[config.mk]
export PLATFORM = sky130hd
export DESIGN_NAME = stopwatch
export DESIGN_NICKNAME = d
export VERILOG_FILES = /design/src/rtl/stopwatch.sv
export SDC_FILE = /design/constraint.sdc
export NUM_CORES = 1
export LEC_CHECK = 0
export BUFFER_PORTS_ARGS = -buffer_cell sky130_fd_sc_hd__buf_4
export CAP_MARGIN = 20
export CELL_PAD_IN_SITES_DETAIL_PLACEMENT = 1
export CELL_PAD_IN_SITES_GLOBAL_PLACEMENT = 1
export CORE_MARGIN = 2
export CORE_UTILIZATION = 30
export CTS_BUF_LIST = sky130_fd_sc_hd__clkbuf_4 sky130_fd_sc_hd__clkbuf_8 sky130_fd_sc_hd__clkbuf_16
export DETAILED_ROUTE_END_ITERATION = 6
export PLACE_DENSITY_LB_ADDON = 0.1
export SETUP_SLACK_MARGIN = 0.05
export SLEW_MARGIN = 10
export SYNTH_ARGS = -nofsm -noshare
export SYNTH_HDL_FRONTEND = slang
export SYNTH_SLANG_ARGS = --single-unit
[constraint.sdc]
create_clock -name clk -period 3.3 [get_ports clk]
set_clock_uncertainty 0.15 [all_clocks]
set_input_delay 0 -clock clk [delete_from_list [all_inputs] [get_ports clk]]
set_output_delay 0 -clock clk [all_outputs]
set_load 0.02 [all_outputs]
[src/rtl/stopwatch.sv]
// Six-digit BCD stopwatch (MM:SS.hh) with a 100 Hz prescaler and level-sensitive run enable.
// Optional build macro STOPWATCH_SATURATE_EN: hold at 59:59.99 instead of wrapping to 00:00.00.
module stopwatch #(
   parameter int TICK_DIV = 1_000_000
) (
   input  logic        clk,
   input  logic        reset,
   input  logic        toggle,
   output logic [23:0] disp_time
);

   localparam int             PW   = (TICK_DIV > 1) ? $clog2(TICK_DIV) : 1;
   localparam logic [PW-1:0]  PMAX = PW'(TICK_DIV - 1);

   logic [PW-1:0] r_presc;
   logic [23:0]   r_time;

   logic          w_tick;
   logic          w_at_max;
   logic [5:0]    w_c;
   logic [23:0]   w_next;

   // Next value of one digit when a carry arrives: roll to 0 past its limit.
   function automatic logic [3:0] bcd_inc(input logic [3:0] d, input logic [3:0] lim);
      bcd_inc = (d >= lim) ? 4'd0 : d + 4'd1;
   endfunction

   assign w_tick   = toggle && (r_presc == PMAX);
   assign w_at_max = (r_time == 24'h595999);

   // Carry ripples from hundredths ones up to minute tens.
   always_comb begin
      w_c    = 6'b000001;
      w_next = r_time;
      w_c[1] = w_c[0] && (r_time[3:0]   >= 4'd9);
      w_c[2] = w_c[1] && (r_time[7:4]   >= 4'd9);
      w_c[3] = w_c[2] && (r_time[11:8]  >= 4'd9);
      w_c[4] = w_c[3] && (r_time[15:12] >= 4'd5);
      w_c[5] = w_c[4] && (r_time[19:16] >= 4'd9);
      w_next[3:0]   = bcd_inc(r_time[3:0],   4'd9);
      w_next[7:4]   = w_c[1] ? bcd_inc(r_time[7:4],   4'd9) : r_time[7:4];
      w_next[11:8]  = w_c[2] ? bcd_inc(r_time[11:8],  4'd9) : r_time[11:8];
      w_next[15:12] = w_c[3] ? bcd_inc(r_time[15:12], 4'd5) : r_time[15:12];
      w_next[19:16] = w_c[4] ? bcd_inc(r_time[19:16], 4'd9) : r_time[19:16];
      w_next[23:20] = w_c[5] ? bcd_inc(r_time[23:20], 4'd5) : r_time[23:20];
   end

   // Paused state keeps the partial prescaler count so a resume finishes the same hundredth.
   always_ff @(posedge clk) begin
      if (reset) begin
         r_presc <= '0;
         r_time  <= 24'h000000;
      end else if (toggle) begin
         if (w_tick) begin
            r_presc <= '0;
`ifdef STOPWATCH_SATURATE_EN
            if (!w_at_max) r_time <= w_next;
`else
            r_time <= w_at_max ? 24'h000000 : w_next;
`endif
         end else begin
            r_presc <= r_presc + 1'b1;
         end
      end
   end

   assign disp_time = r_time;

endmodule

Yosys cells after proc, flatten, opt, wreduce, memory -nomap -nowiden
Cells that the tools add are included.
- output and inout bits: 24
- word-level logic and storage cells: 51
- bits in registers: 44
- reduce and logical (&&, ||, !) cells: 16
- add/subtract/negate cells: 7
- equal/unequal tests: 2
- order comparisons: 6
- mux-type cells: 13
- operator list (cell ; number):
    $mux 4 ; 11
    $add 4x1->4 const B ; 6
    $eq 24x23->1 const B ; 1
    $mux 24 ; 1
    $add 20x1->20 const B ; 1
    $eq 20x20->1 const B ; 1
    $mux 20 ; 1
    $ge 4x4->1 const B ; 4
    $reduce_and 3->1 ; 5
    $reduce_bool 2->1 ; 5
    $ge 4x3->1 const B ; 2
    $logic_and 1x1->1 ; 5
    $reduce_and 2->1 ; 1

Longest topological paths before layout
- word-level depth: 7
- depth in mapped cells: 8

Least setup slack after synthesis
Ideal clock, no wire load.
- kind: register to register
- start point: register r_presc[8]
- end point: register r_presc[14]
- library setup time: 0.114 ns
- path buffers: 2
- arrival: 2.188 ns
- data required time: 3.036 ns
- cell stages (with the launch flop): 8
- setup slack: 0.848 ns
- path through: dfxtp_1 or4b_1 or4_4 or2_1 buf_2 nand2_1 buf_4 nor2_1
- cells in the longest elaborated chain, start to end: 3
- elaborated cells between the ends (all ways): 4
- classes of those cells: add/sub (1); eq/ne (1); mux (1); reduce/logical (1)
- RTL lines (what ; RTL line ; source):
    start, declared ; 15 ; logic [PW-1:0] r_presc;
    start signal, assigned ; 62 ; r_presc <= r_presc + 1'b1;
    branches (longest 2 deep; another with $add 20x1->20) ; - ;
    $mux 20 * ; 54 ; if (w_tick) begin
Every way passes the cells marked *.
A chain may end at the register's enable or synchronous reset.

Worst setup path in the final report
- start point: register r_presc[8]
- end point: register r_presc[1]
- cells in the longest elaborated chain, start to end: 3
- RTL lines (what ; RTL line ; source):
    $eq 20x20->1 ; 28 ; assign w_tick = toggle && (r_presc == PMAX);
    $logic_and 1x1->1 ; 28 ;
    $mux 20 ; 54 ;
Every way passes these cells.

==> flow_metrics.tcl <==
set metrics [dict create \
    synth_edf_count 0 \
    max_stage_delay_ns 0.59 \
    synth_ff_type "dfxtp_1" \
    worstPathRequired_ns 3.34 \
    synth_area_per_cell_um2 8.72 \
    cts_root_buffer "clkbuf_8" \
    grt_max_degree 24 \
    rr_worst_depth 6 \
    seq_area_frac_synth_pct 37.8 \
    grt-ovfl-total 0 \
    r2r-start "r_presc[8]" \
    post_cts.repair.setup_buffers 0 \
    drt-initial-drc-count 38 \
    p_leak_nw 1.06 \
    yosys.area.top_type "dfxtp_1" \
    ctsHoldBuffers 3 \
    drive_gt1_share_pct 13.8 \
    path_clk_slew_ns 0.08 \
    wl_um 5580 \
    worstHoldStart "disp_time[1]" \
    yosysTopAreaCellShare_pct 37.8 \
    cp_cell_sequence "or4b_1, or4_4, or2_1, nand3_1, a21oi_1, dlygate4sd3_1" \
    async_flop_share_pct 0 \
    clock-sinks 44 \
    initial_core_util_pct 30.6 \
    synth_cell_types 42 \
    area_growth_pct 18.4 \
    vias 1992 \
    timing_max_transition_violations_final 0 \
    period_share_pct 86.1 \
    rsz0062_at_grt "false" \
    power_density_nw_per_um2 337 \
    worst_ep_arrival_time_ns 2.88 \
    wl_per_cell_um 14.0 \
    gp_congestion 0.689 \
    power_uw 928 \
    synth_warnings 0 \
    cts-resized-gates 0 \
    antenna_cells 0 \
    ys_ff_latch 44 \
    placedCellCount 389 \
    track_usage_pct 14.0 \
    cts_tree "done" \
    rows 32 \
    crit_fanout 8 \
    ant_nets 0 \
    antenna_found_initial 0 \
    drtPass1Iterations 4 \
    min_path_cells 2 \
    finalInstanceArea_um2 2760 \
    crit_type "flip-flop to flip-flop" \
    endpoint_kind "flip-flop" \
    cts_made_buffers 5 \
    instances_no_fill 399 \
    via_per_inst 4.99 \
    cts_max_path_buffers 2 \
    maxCapViolCount 0 \
    syn_area_um2 2330 \
    slew-limit-headroom_pct 61.4 \
    status "completed" \
    worst_path_max_delay_cell "or4_4" \
    io_buffers 26 \
    syn_nets 289 \
    synth_area_leaders "dfxtp_1 (38%), ha_1 (10%), xor2_1 (5.3%), nor2_1 (5.0%), a21oi_1 (3.7%)" \
    die_y_um 92.1 \
    final_net_count 319 \
    timing.rr.end "r_presc[1]" \
    grt_pass1_vias 1979 \
    chipWidth_um 92.1 \
    fill_cells 926 \
    clock_latency_ns 0.30 \
    timing.fmax_mhz 352 \
    placed_area_um2 2630 \
    htree_levels 2 \
    startpoint_type "flip-flop" \
    min_to "disp_time[1]" \
    synth_cells 267 \
    coreArea_um2 7610 \
    worst_hold_path_type "flip-flop to flip-flop" \
    worst_pin_slew_ns 0.575 \
    ioPinCount 27 \
    grt_pass1_wl_um 9630 \
    ir_drop_uv 139 \
    setup_tns_ns 0 \
    drc_errors 0 \
    r2r_slack_ns 0.46 \
    dieArea_um2 8480 \
    hold_viol 0 \
    hpwl_um 4070 \
    setup_viol_count_final 0 \
    period_needed_ns 2.84 \
]
layout make-up:
type                            count  area [um2]  area share, %
Clock buffer                        7        96.3           3.50
Sequential cell                    44         881           32.0
Multi-Input combinational cell    200        1350           49.1
Tap cell                          102         128           4.63
Timing Repair Buffer               31         240           8.72
Inverter                           15        56.3           2.04
cell families (layout without fill, tap and decap cells):
family | Yosys count | after routing | share of synthesized area (%)
muxes | 3 | 3 | 1.29
and+or+nand+nor | 116 | 116 | 28.4
xor gates and xnor gates | 19 | 19 | 7.15
adders and majority gates | 19 | 19 | 10.2
AOI/OAI and AO/OA | 43 | 43 | 11.1
buffers and inverters | 23 | 53 | 3.98
DFF | 44 | 44 | 37.8
per-stage QoR:
| step | util (%) | hold slack, ns | worst slack, ns |
|---|---|---|---|
| after detailed placement | 34.6 | 0.172 | 0.744 |
| after global routing | 36.2 | 0.413 | 0.316 |
| after CTS | 36.2 | 0.365 | 0.449 |
| after global placement | 34.6 | 0.162 | 0.782 |
| final | 36.2 | 0.359 | 0.457 |
| after floorplan | - | 0.00188 | 0.848 |
flip-flops by register name, summed over array words and instances (netlist names):
register   cells
disp_time     24
r_presc       20
cells in the mapped netlist, types with 3 or more instances:
cell type,count
dfxtp_1,44
nor2_1,31
ha_1,19
a21oi_1,17
inv_1,15
nand3_1,15
xor2_1,14
nand2_1,13
nand4_1,12
o21ai_0,12
and3_1,8
and4_1,5
clkbuf_1,5
xnor2_1,5
nand2b_1,4
nor3_1,4
or3_1,4
a21o_1,3
mux2i_1,3
or3b_2,3
cells in the final DEF, fill, tap and decap left out, drive strengths merged, types with 4 or more instances in the layout:
master	n
xnor2	5
nor3	5
ha	19
nor2	31
buf	28
nand4	12
o21ai	12
inv	15
nand2	13
clkbuf	7
and3	8
xor2	14
a21oi	17
or3	4
and4	5
nand2b	4
nand3	15
dfxtp	44
critical path, delay by kind of cell (launching register included):
family / cells / cell delay, ns
buffers and inverters: 1 / 0.56
AO/OA/AOI/OAI: 1 / 0.07
flip-flops: 1 / 0.36
AND/OR/NAND/NOR: 4 / 1.61
how the worst max path moves through the flow:
stage	startpoint	to	slack (ns)	cells after the start
final	r_presc[8]	r_presc[1]	0.46	6
after global routing	r_presc[8]	r_presc[1]	0.32	6
after CTS	r_presc[8]	r_presc[1]	0.45	6
after detailed placement	r_presc[8]	disp_time[14]	0.74	5
after global placement	r_presc[8]	disp_time[3]	0.78	5
after floorplan	r_presc[8]	r_presc[14]	0.85	7
report_power, final:
group	internal, mW	total [mW]	switching (mW)	leakage, nW
Clock	0.187	0.371	0.184	0.0503
Sequential	0.532	0.535	0.00254	0.355
Combinational	0.00808	0.0217	0.0136	0.655
Total	0.727	0.928	0.200	1.06
routing by layer:
metal  vias up  share of wire, %  track usage (%)
met4         0               1.3             4.48
met2        20                48             23.3
li1       1007                 -                -
met3         6               2.7             3.20
met1       959                48             18.0
met5         -                 0                0
Power figures use the tool's default switching activity.
